### src/rtl/sdram_wr_arb_pkg.sv
// Shared types and field layout for the SDRAM write arbiter and its FIFO.
// The entry layout matches the controller's {mask, addr, data} decode.
package sdram_wr_arb_pkg;

  localparam int ENTRY_W = 25;
  localparam int ADDR_W  = 16;
  localparam int DATA_W  = 8;

  localparam int MASK_BIT = 24;
  localparam int ADDR_MSB = 23;
  localparam int ADDR_LSB = 8;
  localparam int DATA_MSB = 7;
  localparam int DATA_LSB = 0;

  typedef struct packed {
    logic              mask;
    logic [ADDR_W-1:0] addr;
    logic [DATA_W-1:0] data;
  } wr_entry_t;

  typedef enum logic {
    PORT0 = 1'b0,
    PORT1 = 1'b1
  } port_t;

  function automatic wr_entry_t pack_entry(input logic mask,
                                           input logic [ADDR_W-1:0] addr,
                                           input logic [DATA_W-1:0] data);
    wr_entry_t e;
    e.mask = mask;
    e.addr = addr;
    e.data = data;
    return e;
  endfunction

  function automatic logic [15:0] sat_inc16(input logic [15:0] v);
    if (v == 16'hFFFF) begin
      return v;
    end else begin
      return v + 16'd1;
    end
  endfunction

endpackage

### src/rtl/sdram_wr_fifo.sv
// Synchronous FIFO with a registered, non-show-ahead read port.
// Tracks occupancy for full/empty/almost-full and latches a sticky underflow flag.
module sdram_wr_fifo
  import sdram_wr_arb_pkg::*;
#(
  parameter int DEPTH     = 8,
  parameter int AFULL_LVL = DEPTH - 2,
  parameter int W         = ENTRY_W
) (
  input  logic         clk,
  input  logic         reset,
  input  logic         push,
  input  logic [W-1:0] push_data,
  input  logic         pop,
  output logic [W-1:0] rd_data,
  output logic         empty,
  output logic         full,
  output logic         afull,
  output logic         underflow
);

  localparam int PW = $clog2(DEPTH);
  localparam logic [PW:0]   DEPTH_C = (PW+1)'(DEPTH);
  localparam logic [PW:0]   AFULL_C = (PW+1)'(AFULL_LVL);
  localparam logic [PW:0]   CNT_ONE = (PW+1)'(1);
  localparam logic [PW-1:0] PTR_ONE = PW'(1);

  logic [W-1:0]  mem [DEPTH];
  logic [PW-1:0] wr_ptr;
  logic [PW-1:0] rd_ptr;
  logic [PW:0]   count;
  logic          do_push;
  logic          do_pop;

  assign full    = (count == DEPTH_C);
  assign empty   = (count == '0);
  assign afull   = (count >= AFULL_C);
  assign do_push = push & ~full;
  assign do_pop  = pop & ~empty;

  // Storage array is left unreset; pointers alone define what is valid.
  always_ff @(posedge clk) begin
    if (do_push) begin
      mem[wr_ptr] <= push_data;
    end
  end

  always_ff @(posedge clk) begin
    if (reset) begin
      wr_ptr    <= '0;
      rd_ptr    <= '0;
      count     <= '0;
      rd_data   <= '0;
      underflow <= 1'b0;
    end else begin
      if (do_push) begin
        wr_ptr <= wr_ptr + PTR_ONE;
      end
      if (do_pop) begin
        rd_data <= mem[rd_ptr];
        rd_ptr  <= rd_ptr + PTR_ONE;
      end
      case ({do_push, do_pop})
        2'b10:   count <= count + CNT_ONE;
        2'b01:   count <= count - CNT_ONE;
        default: count <= count;
      endcase
      if (pop && empty) begin
        underflow <= 1'b1;
      end
    end
  end

endmodule

### src/rtl/sdram_wr_arb.sv
// Round-robin arbiter merging CPU (port 0) and loader (port 1) byte writes into the SDRAM write FIFO.
// Optional per-port and stall statistics are enabled by defining SDRAM_WR_ARB_STATS_EN.
module sdram_wr_arb
  import sdram_wr_arb_pkg::*;
#(
  parameter int DEPTH     = 8,
  parameter int AFULL_LVL = DEPTH - 2
) (
  input  logic               i_clk,
  input  logic               i_reset,
  input  logic               i_req0_valid,
  input  logic [ADDR_W-1:0]  i_req0_addr,
  input  logic [DATA_W-1:0]  i_req0_data,
  input  logic               i_req0_mask,
  input  logic               i_req1_valid,
  input  logic [ADDR_W-1:0]  i_req1_addr,
  input  logic [DATA_W-1:0]  i_req1_data,
  input  logic               i_req1_mask,
  output logic               o_req0_ready,
  output logic               o_req1_ready,
  output logic               o_fifo_empty,
  output logic [ENTRY_W-1:0] o_fifo_data,
  input  logic               i_fifo_read,
  output logic               o_afull,
`ifdef SDRAM_WR_ARB_STATS_EN
  output logic [15:0]        o_stat_cnt0,
  output logic [15:0]        o_stat_cnt1,
  output logic [15:0]        o_stat_stall,
`endif
  output logic               o_underflow
);

  port_t     last_grant;
  port_t     next_grant;
  logic      grant0;
  logic      grant1;
  logic      full;
  logic      push;
  wr_entry_t push_entry;

  // Alternate on a tie: the port that did not win last time gets the grant.
  always_comb begin
    grant0 = 1'b0;
    grant1 = 1'b0;
    case ({i_req1_valid, i_req0_valid})
      2'b01: grant0 = 1'b1;
      2'b10: grant1 = 1'b1;
      2'b11: begin
        if (last_grant == PORT1) begin
          grant0 = 1'b1;
        end else begin
          grant1 = 1'b1;
        end
      end
      default: begin
        grant0 = 1'b0;
        grant1 = 1'b0;
      end
    endcase
  end

  assign o_req0_ready = grant0 & ~full & ~i_reset;
  assign o_req1_ready = grant1 & ~full & ~i_reset;
  assign push         = o_req0_ready | o_req1_ready;

  always_comb begin
    push_entry = pack_entry(i_req0_mask, i_req0_addr, i_req0_data);
    next_grant = last_grant;
    if (o_req1_ready) begin
      push_entry = pack_entry(i_req1_mask, i_req1_addr, i_req1_data);
      next_grant = PORT1;
    end else if (o_req0_ready) begin
      next_grant = PORT0;
    end else begin
      next_grant = last_grant;
    end
  end

  // Reset to PORT1 so port 0 wins the first tie.
  always_ff @(posedge i_clk) begin
    if (i_reset) begin
      last_grant <= PORT1;
    end else begin
      last_grant <= next_grant;
    end
  end

  sdram_wr_fifo #(
    .DEPTH     (DEPTH),
    .AFULL_LVL (AFULL_LVL),
    .W         (ENTRY_W)
  ) u_fifo (
    .clk       (i_clk),
    .reset     (i_reset),
    .push      (push),
    .push_data (push_entry),
    .pop       (i_fifo_read),
    .rd_data   (o_fifo_data),
    .empty     (o_fifo_empty),
    .full      (full),
    .afull     (o_afull),
    .underflow (o_underflow)
  );

`ifdef SDRAM_WR_ARB_STATS_EN
  logic stall;
  assign stall = (i_req0_valid & ~o_req0_ready) | (i_req1_valid & ~o_req1_ready);

  // Saturating counters: accepted writes per port and requester stall cycles.
  always_ff @(posedge i_clk) begin
    if (i_reset) begin
      o_stat_cnt0  <= 16'd0;
      o_stat_cnt1  <= 16'd0;
      o_stat_stall <= 16'd0;
    end else begin
      if (o_req0_ready) begin
        o_stat_cnt0 <= sat_inc16(o_stat_cnt0);
      end
      if (o_req1_ready) begin
        o_stat_cnt1 <= sat_inc16(o_stat_cnt1);
      end
      if (stall) begin
        o_stat_stall <= sat_inc16(o_stat_stall);
      end
    end
  end
`endif

endmodule

### config.mk
export PLATFORM = sky130hd
export DESIGN_NAME = sdram_wr_arb
export DESIGN_NICKNAME = d
export VERILOG_FILES = /design/src/rtl/sdram_wr_arb_pkg.sv /design/src/rtl/sdram_wr_fifo.sv /design/src/rtl/sdram_wr_arb.sv
export SDC_FILE = /design/constraint.sdc
export NUM_CORES = 1
export LEC_CHECK = 0
export ABC_AREA = 1
export BUFFER_PORTS_ARGS = -buffer_cell sky130_fd_sc_hd__buf_2
export CAP_MARGIN = 20
export CORE_MARGIN = 10
export CORE_UTILIZATION = 55
export DETAILED_ROUTE_END_ITERATION = 8
export PLACE_DENSITY = 0.76
export RECOVER_POWER = 25
export SYNTH_ARGS = -nofsm -noshare
export SYNTH_HDL_FRONTEND = slang
export SYNTH_SLANG_ARGS = --single-unit
### constraint.sdc
create_clock -name i_clk -period 2.7 [get_ports i_clk]
set_input_delay 0.135 -clock i_clk [delete_from_list [all_inputs] [get_ports i_clk]]
set_output_delay 0.135 -clock i_clk [all_outputs]
set_load 0.01 [all_outputs]
==> flow_metrics.py, run 1 <==
metrics = {
    "placement": {
        "hpwl_um": 13680,
        "dpl_worst_slack_ps": 571.3,
        "numPlacedInstances": 1409,
        "place.gp.congestion": 0.8145,
        "port_buffers": 84,
    },
    "cells_and_area": {
        "drive_gt1_share_pct": 11.32,
        "final_net_count": 1263,
        "area_growth_syn_to_layout_pct": 13.34,
        "utilization_pct": 63.73,
        "layout.area.seq_mm2": 0.006748,
        "diodes": 0,
        "stdcell_count": 1453,
        "multi_input_area_mm2": 0.002715,
        "nFillCells": 1458,
    },
    "run_status": {
        "status": "completed",
    },
    "timing": {
        "rsz0062_at_grt": "no",
        "worst_pin_slew_ps": 1258,
        "period_needed_ps": 2395,
        "setup_violations": 0,
        "relSlewSlack_pct": 16.15,
        "drv_slew": 0,
        "fin_tns_setup_ps": 0,
        "worst_slack_ps": 304.6,
        "finalClockSkew_ps": 7.859,
        "min_period_over_period_pct": 88.72,
        "final_hold_viol_count": 0,
        "hold_slack_ps": 68.13,
        "fmax_mhz": 417.5,
    },
    "logic_synthesis": {
        "ys_ff_latch": 237,
        "yosys-top-cells-count": "418 x nand2_1, 200 x edfxtp_1, 193 x inv_1, 129 x nand3_1, 37 x dfxtp_1",
        "synth_top_area_cell": "edfxtp_1",
        "async_flop_share_pct": 0,
        "synth_edf_count": 200,
        "synth_top_area_share_pct": 56.91,
        "syn_nets": 1178,
        "synth_top_family_by_area": "simple AND/OR/NAND/NOR gates",
        "synth-xor-area-share_pct": 0.2490,
        "synth_most_common_cell": "nand2_1",
        "ys_top_cells_by_area": "edfxtp_1 57%, nand2_1 15%, dfxtp_1 7.0%",
        "syn_avg_cell_area_um2": 9.440,
        "synth_cells": 1118,
        "ys_types": 24,
        "synthSimpleGateAreaFrac_pct": 22.86,
        "synth_ff_type": "edfxtp_1",
        "yosys_warnings": 0,
        "seq_area_frac_synth_pct": 63.92,
        "synth_compound_area_share_pct": 2.264,
        "synth_area_mm2": 0.01055,
        "synth_fa_ha_area_share_pct": 0.5928,
        "synth_mux_area_share_pct": 0,
    },
    "flow_run": {
        "max_cap_violations": 0,
    },
    "cts": {
        "cts_buffers": 24,
        "cts.clk_slew.worst_paths_ps": 70,
        "cts_num_sinks": 237,
        "cts_tree": "built",
        "h-tree-depth": 1,
        "clock_tree.root_cell": "clkbuf_16",
        "ctsHoldBuffers": 2,
        "clock_latency_ps": 510,
        "ctsResizeCount": 0,
        "cts.path.max_buffers": 3,
        "cts_setup_buffers": 0,
    },
    "grt": {
        "grt_use_total_pct": 19.27,
        "overflow": 0,
        "antenna_found_initial": 0,
        "grt_pass1_vias": 7228,
        "grt_pass1_wl_um": 37730,
        "grt_max_degree": 102,
    },
    "route": {
        "via_per_inst": 5.144,
        "vias": 7474,
        "drt_iter0_markers": 628,
        "routed_wl_um": 24170,
        "drcViolationCount": 0,
        "routedWlPerCell_um": 16.63,
        "dr.pass1.iters": 6,
        "ant_nets": 0,
    },
    "worst_setup_path": {
        "crit_type": "reg -> reg",
        "worst_path_max_delay_cell": "dfxtp_1",
        "critPathRequiredTime_ps": 3100,
        "crit_family": "simple AND/OR/NAND/NOR gates",
        "slowest_delay_ps": 350,
        "cp_data_arrival_time_ps": 2790,
        "path_common_cell": "inv_1",
        "critPathLaunchType": "register",
        "crit_buf_inv": 3,
        "path_cells": "nor2_1, nand2_2, nand3_1, nand2_4, inv_1, ha_1, inv_1, nand2_1, nand2_1, ha_1, a21oi_1, nor2_1, o21ai_0, inv_1",
        "end_kind": "register",
        "path_max_fanout": 7,
    },
    "floorplanning": {
        "start_util_pct": 56.23,
        "die_h_um": 158.5,
        "die_area_mm2": 0.02513,
        "rows": 50,
        "io_pins": 85,
        "core_mm2": 0.01877,
        "dieWidth_um": 158.5,
    },
    "hold_path": {
        "hp-class": "in -> reg",
    },
    "pwr": {
        "worst_ir_drop_vdd_mv": 0.6143,
        "leakagePower_nw": 5.433,
        "p_per_area_mw_per_mm2": 909.2,
    },
}
per-layer routing:
layer / vias to the layer above / track usage, % / wire [um]
li1: 3686 / - / -
met1: 3449 / 24.38 / 9847
met2: 300 / 32.93 / 11900
met3: 39 / 3.697 / 2034
met4: 0 / 5.602 / 382
met5: - / 0 / 0
through the flow:
stage	power, mW	instance area (um^2)
3_3_place_gp	7.380	11200
4_1_cts	10.99	12070
5_1_grt	11.48	11960
6_report	10.87	11960
2_1_floorplan	6.694	10550
3_5_place_dp	7.446	11200
path summary, 6_finish.rpt:
kind                  endpoint  slack, ps             start  depth (start not counted)
max            u_fifo.count[2]        300   u_fifo.count[1]                         14
min          u_fifo.mem[1][12]         70    i_req1_addr[4]                          3
max reg2reg    u_fifo.count[2]        300   u_fifo.count[1]                         14
min reg2reg   u_fifo.underflow        450  u_fifo.underflow                          2
placed cells by master, fill, tap and decap left out, types with 2 or more instances in the layout:
cell type / synthesis / routed
dfxtp_1: 37 / 36
ha_1: 5 / 5
buf_2: 31 / 55
bufinv_16: 0 / 5
buf_12: 1 / 4
buf_4: 5 / 11
clkbuf_16: 0 / 25
inv_2: 6 / 6
edfxtp_1: 200 / 200
a21oi_1: 27 / 31
nand2_1: 418 / 419
nand3_1: 129 / 130
nor2_1: 18 / 19
clkbuf_2: 0 / 2
clkinv_4: 0 / 2
nand2_2: 12 / 11
clkinvlp_4: 0 / 2
dlygate4sd3_1: 0 / 2
xor2_1: 3 / 3
a21oi_2: 9 / 5
o21ai_0: 5 / 5
inv_1: 193 / 193
clkbuf_1: 5 / 37
clkinv_2: 0 / 4
state kept, by name, summed over array words and instances (netlist names):
| signal | count |
|---|---|
| u_fifo.count | 4 |
| u_fifo.mem | 200 |
| u_fifo.underflow | 1 |
| u_fifo.rd_ptr | 3 |
| last_grant | 1 |
| u_fifo.rd_data | 25 |
| u_fifo.wr_ptr | 3 |
logic make-up after synthesis:
kind of cell	count (synthesis)
AO/OA/AOI/OAI	41
XOR/XNOR	3
adder cells (fa/ha/maj)	5
buffers and inverters	250
flip-flops	237
AND/OR/NAND/NOR	582
worst min-delay path: cells and delay by family:
family | cells | cell delay (ps)
buf+inv | 1 | 80
simple gates | 2 | 210
power by group:
| part | internal, mW | total [mW] | switching, mW |
|---|---|---|---|
| Sequential | 4.31 | 4.45 | 0.139 |
| Combinational | 0.869 | 2.89 | 2.02 |
| Clock | 2.19 | 3.53 | 1.34 |
final cells by class:
cell class | instances | share of cell area [%]
clock buffers | 28 | 5.408
clock inverters | 14 | 1.726
inverters | 200 | 6.297
multi-input cells | 631 | 22.70
flip-flops and latches | 237 | 56.41
well taps | 234 | 2.448
repair buffers | 109 | 5.010
No activity file was read; power rests on OpenSTA's default activity.
==> inputs of run 2 (changes only) <==
--- a/config.mk
+++ b/config.mk
@@ -10,6 +10,7 @@
 export CAP_MARGIN = 20
 export CORE_MARGIN = 10
 export CORE_UTILIZATION = 55
+export CTS_BUF_LIST = sky130_fd_sc_hd__clkbuf_16
 export DETAILED_ROUTE_END_ITERATION = 8
 export PLACE_DENSITY = 0.76
 export RECOVER_POWER = 25
==> run 2 against run 1 <==
Core utilization fell by 0.053 points. Largest power group unchanged. Count of clock-buffer cells in the layout fell by 3. Final area barely moved. Sequential power barely moved. Critical path depth fell by 8. Largest cell class unchanged. Critical endpoint is now o_req1_ready. Worst setup slack improved by 20 ps.
==> flow_metrics.py, run 2 (synthesis results as in run 1) <==
metrics = {
    "placement": {
        "numPlacedInstances": 1409,
        "place.gp.congestion": 0.8145,
        "port_buffers": 84,
        "hpwl_um": 13680,
        "dpl_worst_slack_ps": 571.3,
    },
    "route": {
        "ant_nets": 0,
        "drcViolationCount": 0,
        "routed_wl_um": 24200,
        "via_per_inst": 5.145,
        "routedWlPerCell_um": 16.65,
        "dr.pass1.iters": 5,
        "drt_iter0_markers": 617,
        "vias": 7475,
    },
    "pwr": {
        "p_per_area_mw_per_mm2": 906.9,
        "leakagePower_nw": 5.436,
        "internal_power_mw": 7.337,
        "p_comb_share_pct": 26.7,
        "clkPwrFrac_pct": 32.3,
        "p_total_mw": 10.84,
        "pwr-share-seq_pct": 41.1,
        "worst_ir_drop_vdd_mv": 0.6129,
        "swShare_pct": 32.31,
        "p_sw_mw": 3.502,
    },
    "timing": {
        "period_needed_ps": 2375,
        "min_period_over_period_pct": 87.98,
        "worst_slack_ps": 324.6,
        "relSlewSlack_pct": 14.35,
        "worst_pin_slew_ps": 1285,
        "fin_tns_setup_ps": 0,
        "finalClockSkew_ps": 7.255,
        "rsz0062_at_grt": "no",
        "setup_violations": 0,
        "fmax_mhz": 421.0,
        "final_hold_viol_count": 0,
        "drv_slew": 0,
    },
    "cells_and_area": {
        "area_growth_syn_to_layout_pct": 13.24,
        "diodes": 0,
        "drive_gt1_share_pct": 11.24,
        "final_net_count": 1263,
        "mostFrequentLayoutCells": "419 x nand2_1, 200 x edfxtp_1, 195 x inv_1, 130 x nand3_1, 55 x buf_2",
        "largest_register_ffs": 200,
        "utilization_pct": 63.68,
        "final_common_cell": "nand2_1",
        "regMostFlops": "u_fifo.mem",
        "reg_top3": "u_fifo.mem: 200 flops, u_fifo.rd_data: 25 flops, u_fifo.count: 4 flops",
        "stdcell_count": 1453,
    },
    "cts": {
        "cts_setup_buffers": 0,
        "ctsHoldBuffers": 2,
        "cts_num_sinks": 237,
        "clock_tree.root_cell": "clkbuf_16",
        "cts.path.max_buffers": 3,
        "h-tree-depth": 1,
        "cts_tree": "built",
        "cts.clk_slew.worst_paths_ps": 70,
        "cts_buffers": 24,
        "clock_latency_ps": 510,
        "ctsResizeCount": 0,
    },
    "worst_setup_path": {
        "critPathRequiredTime_ps": 2570,
        "crit_type": "reg -> out",
        "r2r_cells": 7,
        "path_max_fanout": 27,
        "rr_startpoint": "u_fifo.count[1]",
        "critPathLaunchType": "register",
        "end_kind": "output port",
        "critPathLaunch": "u_fifo.count[1]",
        "cp_data_arrival_time_ps": 2240,
    },
    "grt": {
        "grt_pass1_wl_um": 37730,
        "grt_max_degree": 102,
        "overflow": 0,
        "grt_use_total_pct": 19.27,
        "grt_pass1_vias": 7230,
        "antenna_found_initial": 0,
    },
    "run_status": {
        "status": "completed",
    },
    "floorplanning": {
        "core_mm2": 0.01877,
        "die_h_um": 158.5,
        "start_util_pct": 56.23,
        "rows": 50,
        "dieWidth_um": 158.5,
        "io_pins": 85,
        "die_area_mm2": 0.02513,
    },
    "hold_path": {
        "min_from": "i_req0_addr[11]",
        "hp-class": "in -> reg",
        "hold_depth": 3,
    },
    "flow_run": {
        "max_cap_violations": 0,
    },
}
-- run 2: routing by layer --
metal | track usage, % | share of wire (%) | vias up
met5 | 0 | 0 | -
met4 | 5.602 | 1.6 | 0
met3 | 3.697 | 7.9 | 40
met2 | 32.95 | 49 | 294
met1 | 24.36 | 41 | 3457
li1 | - | - | 3684
-- run 2: final cells by class --
class,count,area (um^2)
clock buffer,25,625.6
clock inverter,17,217.7
fill,1460,6817
inverter,200,753.2
multi-input combinational,631,2715
sequential,237,6748
tap,234,292.8
timing repair buffer,109,599.3
-- run 2: metrics by stage --
stage / instance area, um^2 / hold slack [ps]
after floorplan: 10550 / 204.1
after global placement: 11200 / 394.4
after detailed placement: 11200 / 395.8
after CTS: 12060 / 44.19
after global routing: 11950 / 86.37
final: 11950 / 67.20
-- run 2: worst max-delay path, stage by stage, from the launching register on --
cell and delay [ps]:
dfxtp_1 350, nor2_1 220, nand2_2 120, nand3_4 80, buf_4 390, inv_4 290
buf_2 240
-- run 2: power by group through the flow --
stage / clock [mW] / combinational (mW) / sequential, mW
after floorplan: 0 / 2.11 / 4.58
after global placement: 0 / 2.86 / 4.52
after detailed placement: 0 / 2.92 / 4.52
after CTS: 3.54 / 2.97 / 4.45
after global routing: 3.69 / 3.27 / 4.48
final: 3.50 / 2.89 / 4.45
-- run 2: worst paths after layout --
kind	endpoint	slack, ps
hold reg to reg	u_fifo.underflow	450
hold / removal	u_fifo.mem[0][19]	70
setup / recovery	o_req1_ready	320
setup reg to reg	u_fifo.mem[1][15]	330
==> inputs of run 3 (changes only) <==
==> constraint.sdc (replaced) <==
create_clock -name i_clk -period 2.7 [get_ports i_clk]
set_input_delay 0.27 -clock i_clk [delete_from_list [all_inputs] [get_ports i_clk]]
set_output_delay 0.27 -clock i_clk [all_outputs]
set_load 0.01 [all_outputs]
==> run 3 against run 2 <==
Final area is 0.41% higher. Clock skew is 3.4 ps higher. Critical path depth unchanged. Combinational power barely moved. Global-route usage increased by 0.49 points. Clock power is 8.9% higher. Sequential share of layout area shrank 0.22 points. Routed wire length increased by 2.0%. Largest cell class unchanged.
==> flow_metrics.py, run 3 (synthesis results as in run 1) <==
metrics = {
    "run_status": {
        "status": "completed",
    },
    "cells_and_area": {
        "nFillCells": 1475,
        "reg_top3": "u_fifo.mem: 200 flops, u_fifo.rd_data: 25 flops, u_fifo.count: 4 flops",
        "regMostFlops": "u_fifo.mem",
        "area_growth_syn_to_layout_pct": 13.71,
        "largest_register_ffs": 200,
        "drive_gt1_share_pct": 11.71,
        "diodes": 0,
        "final_net_count": 1263,
        "final_common_cell": "nand2_1",
        "mostFrequentLayoutCells": "422 x nand2_1, 200 x edfxtp_1, 194 x inv_1, 130 x nand3_1, 55 x buf_2",
        "final_area_mm2": 0.01200,
    },
    "worst_setup_path": {
        "crit_family": "buffers and inverters",
        "slowest_delay_ps": 360,
        "critPathLaunchType": "register",
        "rr_startpoint": "u_fifo.count[0]",
        "cp_data_arrival_time_ps": 2160,
        "end_kind": "output port",
        "critPathRequiredTime_ps": 2430,
        "reg2reg_setup_slack_ps": 300,
        "path_max_fanout": 27,
        "r2r_end": "u_fifo.mem[7][14]",
        "crit_type": "reg -> out",
        "r2r_cells": 7,
        "path_cells": "nor2_1, nand2_1, nand3_4, buf_4, inv_4, buf_2",
        "crit_buf_inv": 3,
        "worst_path_max_delay_cell": "buf_4",
    },
    "cts": {
        "clock_tree.root_cell": "clkbuf_16",
        "clock_latency_ps": 520,
        "cts_tree": "built",
        "cts_setup_buffers": 0,
        "ctsResizeCount": 0,
        "cts_buffers": 24,
        "cts.clk_slew.worst_paths_ps": 60,
        "ctsHoldBuffers": 0,
        "cts.path.max_buffers": 3,
        "h-tree-depth": 1,
        "cts_num_sinks": 237,
    },
    "grt": {
        "antenna_found_initial": 0,
        "grt_use_total_pct": 19.76,
        "grt_max_degree": 61,
        "overflow": 0,
        "grt_pass1_wl_um": 38870,
        "grt_pass1_vias": 7402,
    },
    "floorplanning": {
        "rows": 50,
        "core_mm2": 0.01877,
        "start_util_pct": 56.23,
        "io_pins": 85,
        "dieWidth_um": 158.5,
        "die_area_mm2": 0.02513,
        "die_h_um": 158.5,
    },
    "pwr": {
        "worst_ir_drop_vdd_mv": 0.6086,
        "leakagePower_nw": 5.466,
        "p_total_mw": 11.18,
        "p_per_area_mw_per_mm2": 931.3,
    },
    "timing": {
        "relSlewSlack_pct": 25.99,
        "finalClockSkew_ps": 10.69,
        "fin_tns_setup_ps": 0,
        "rsz0062_at_grt": "no",
        "final_hold_viol_count": 0,
        "setup_violations": 0,
        "worst_pin_slew_ps": 1110,
        "fmax_mhz": 412.0,
        "min_period_over_period_pct": 89.89,
        "hold_slack_ps": 12.74,
        "drv_slew": 0,
        "period_needed_ps": 2427,
    },
    "route": {
        "routed_wl_um": 24680,
        "dr.pass1.iters": 6,
        "ant_nets": 0,
        "routedWlPerCell_um": 16.96,
        "drcViolationCount": 0,
        "via_per_inst": 5.173,
        "drt_iter0_markers": 643,
        "vias": 7526,
    },
    "hold_path": {
        "min_from": "i_reset",
        "whs_endpoint": "u_fifo.underflow",
        "hold_depth": 2,
        "hp-class": "in -> reg",
    },
    "placement": {
        "hpwl_um": 14110,
        "port_buffers": 84,
        "place.gp.congestion": 0.8032,
        "placed_area_mm2": 0.01119,
    },
    "flow_run": {
        "max_cap_violations": 0,
    },
}
-- run 3: cell count changes in the layout (fill, tap and decap cells not counted), moves of 2 or more --
cell / before / now
dlygate4sd3_1: 2 / 0
buf_4: 11 / 15
nand2_1: 419 / 422
bufinv_16: 5 / 8
nand2_2: 11 / 9
buf_12: 4 / 2
-- run 3: worst max-delay path by stage --
stage / start / endpoint / slack (ps) / depth (start not counted)
after floorplan: u_fifo.count[1] / u_fifo.mem[0][0] / 350 / 6
after global placement: u_fifo.count[2] / u_fifo.count[2] / 680 / 13
after detailed placement: u_fifo.count[2] / u_fifo.count[2] / 660 / 13
after CTS: u_fifo.count[1] / o_req1_ready / 310 / 6
after global routing: u_fifo.count[1] / u_fifo.mem[7][8] / 140 / 7
final: u_fifo.count[1] / o_req1_ready / 270 / 6
-- run 3: metal layers --
layer / up-vias / part of all wire, % / GRT usage (%)
met2: 327 / 49 / 33.41
li1: 3685 / - / -
met5: - / 0 / 0
met3: 38 / 7.7 / 2.806
met1: 3476 / 42 / 25.69
met4: 0 / 1.8 / 6.396
-- run 3: cell type report --
class	instances	area, um^2	area share, %
flip-flops and latches	237	6749	56.24
multi-input cells	631	2709	22.57
inverters	200	753.2	6.277
clock buffers	25	625.6	5.213
repair buffers	109	570.5	4.754
clock inverters	19	300.3	2.502
well taps	234	292.8	2.440
-- run 3: where the power goes --
group,switching [mW],internal (mW)
clock,1.37,2.45
sequential,0.163,4.31
combinational,2.02,0.866
-- run 3: worst reg2reg max path: stages (launching register included) --
cell      delay (ps)
dfxtp_1          380
nor2_1            90
nand2_1          150
nand3_1          170
nand2_1          240
nand2_1          200
nor2_2           160
clkbuf_1         640
-- run 3: through the flow --
step / cells / setup slack [ps] / util [%]
finish: 1455 / 273.0 / 63.94
global route: 1455 / 135.5 / 63.94
CTS: 1455 / 306.4 / 64.55
detailed placement: 1411 / 662.0 / 59.61
global placement: 1411 / 675.5 / 59.61
floorplan: 1118 / 348.4 / -
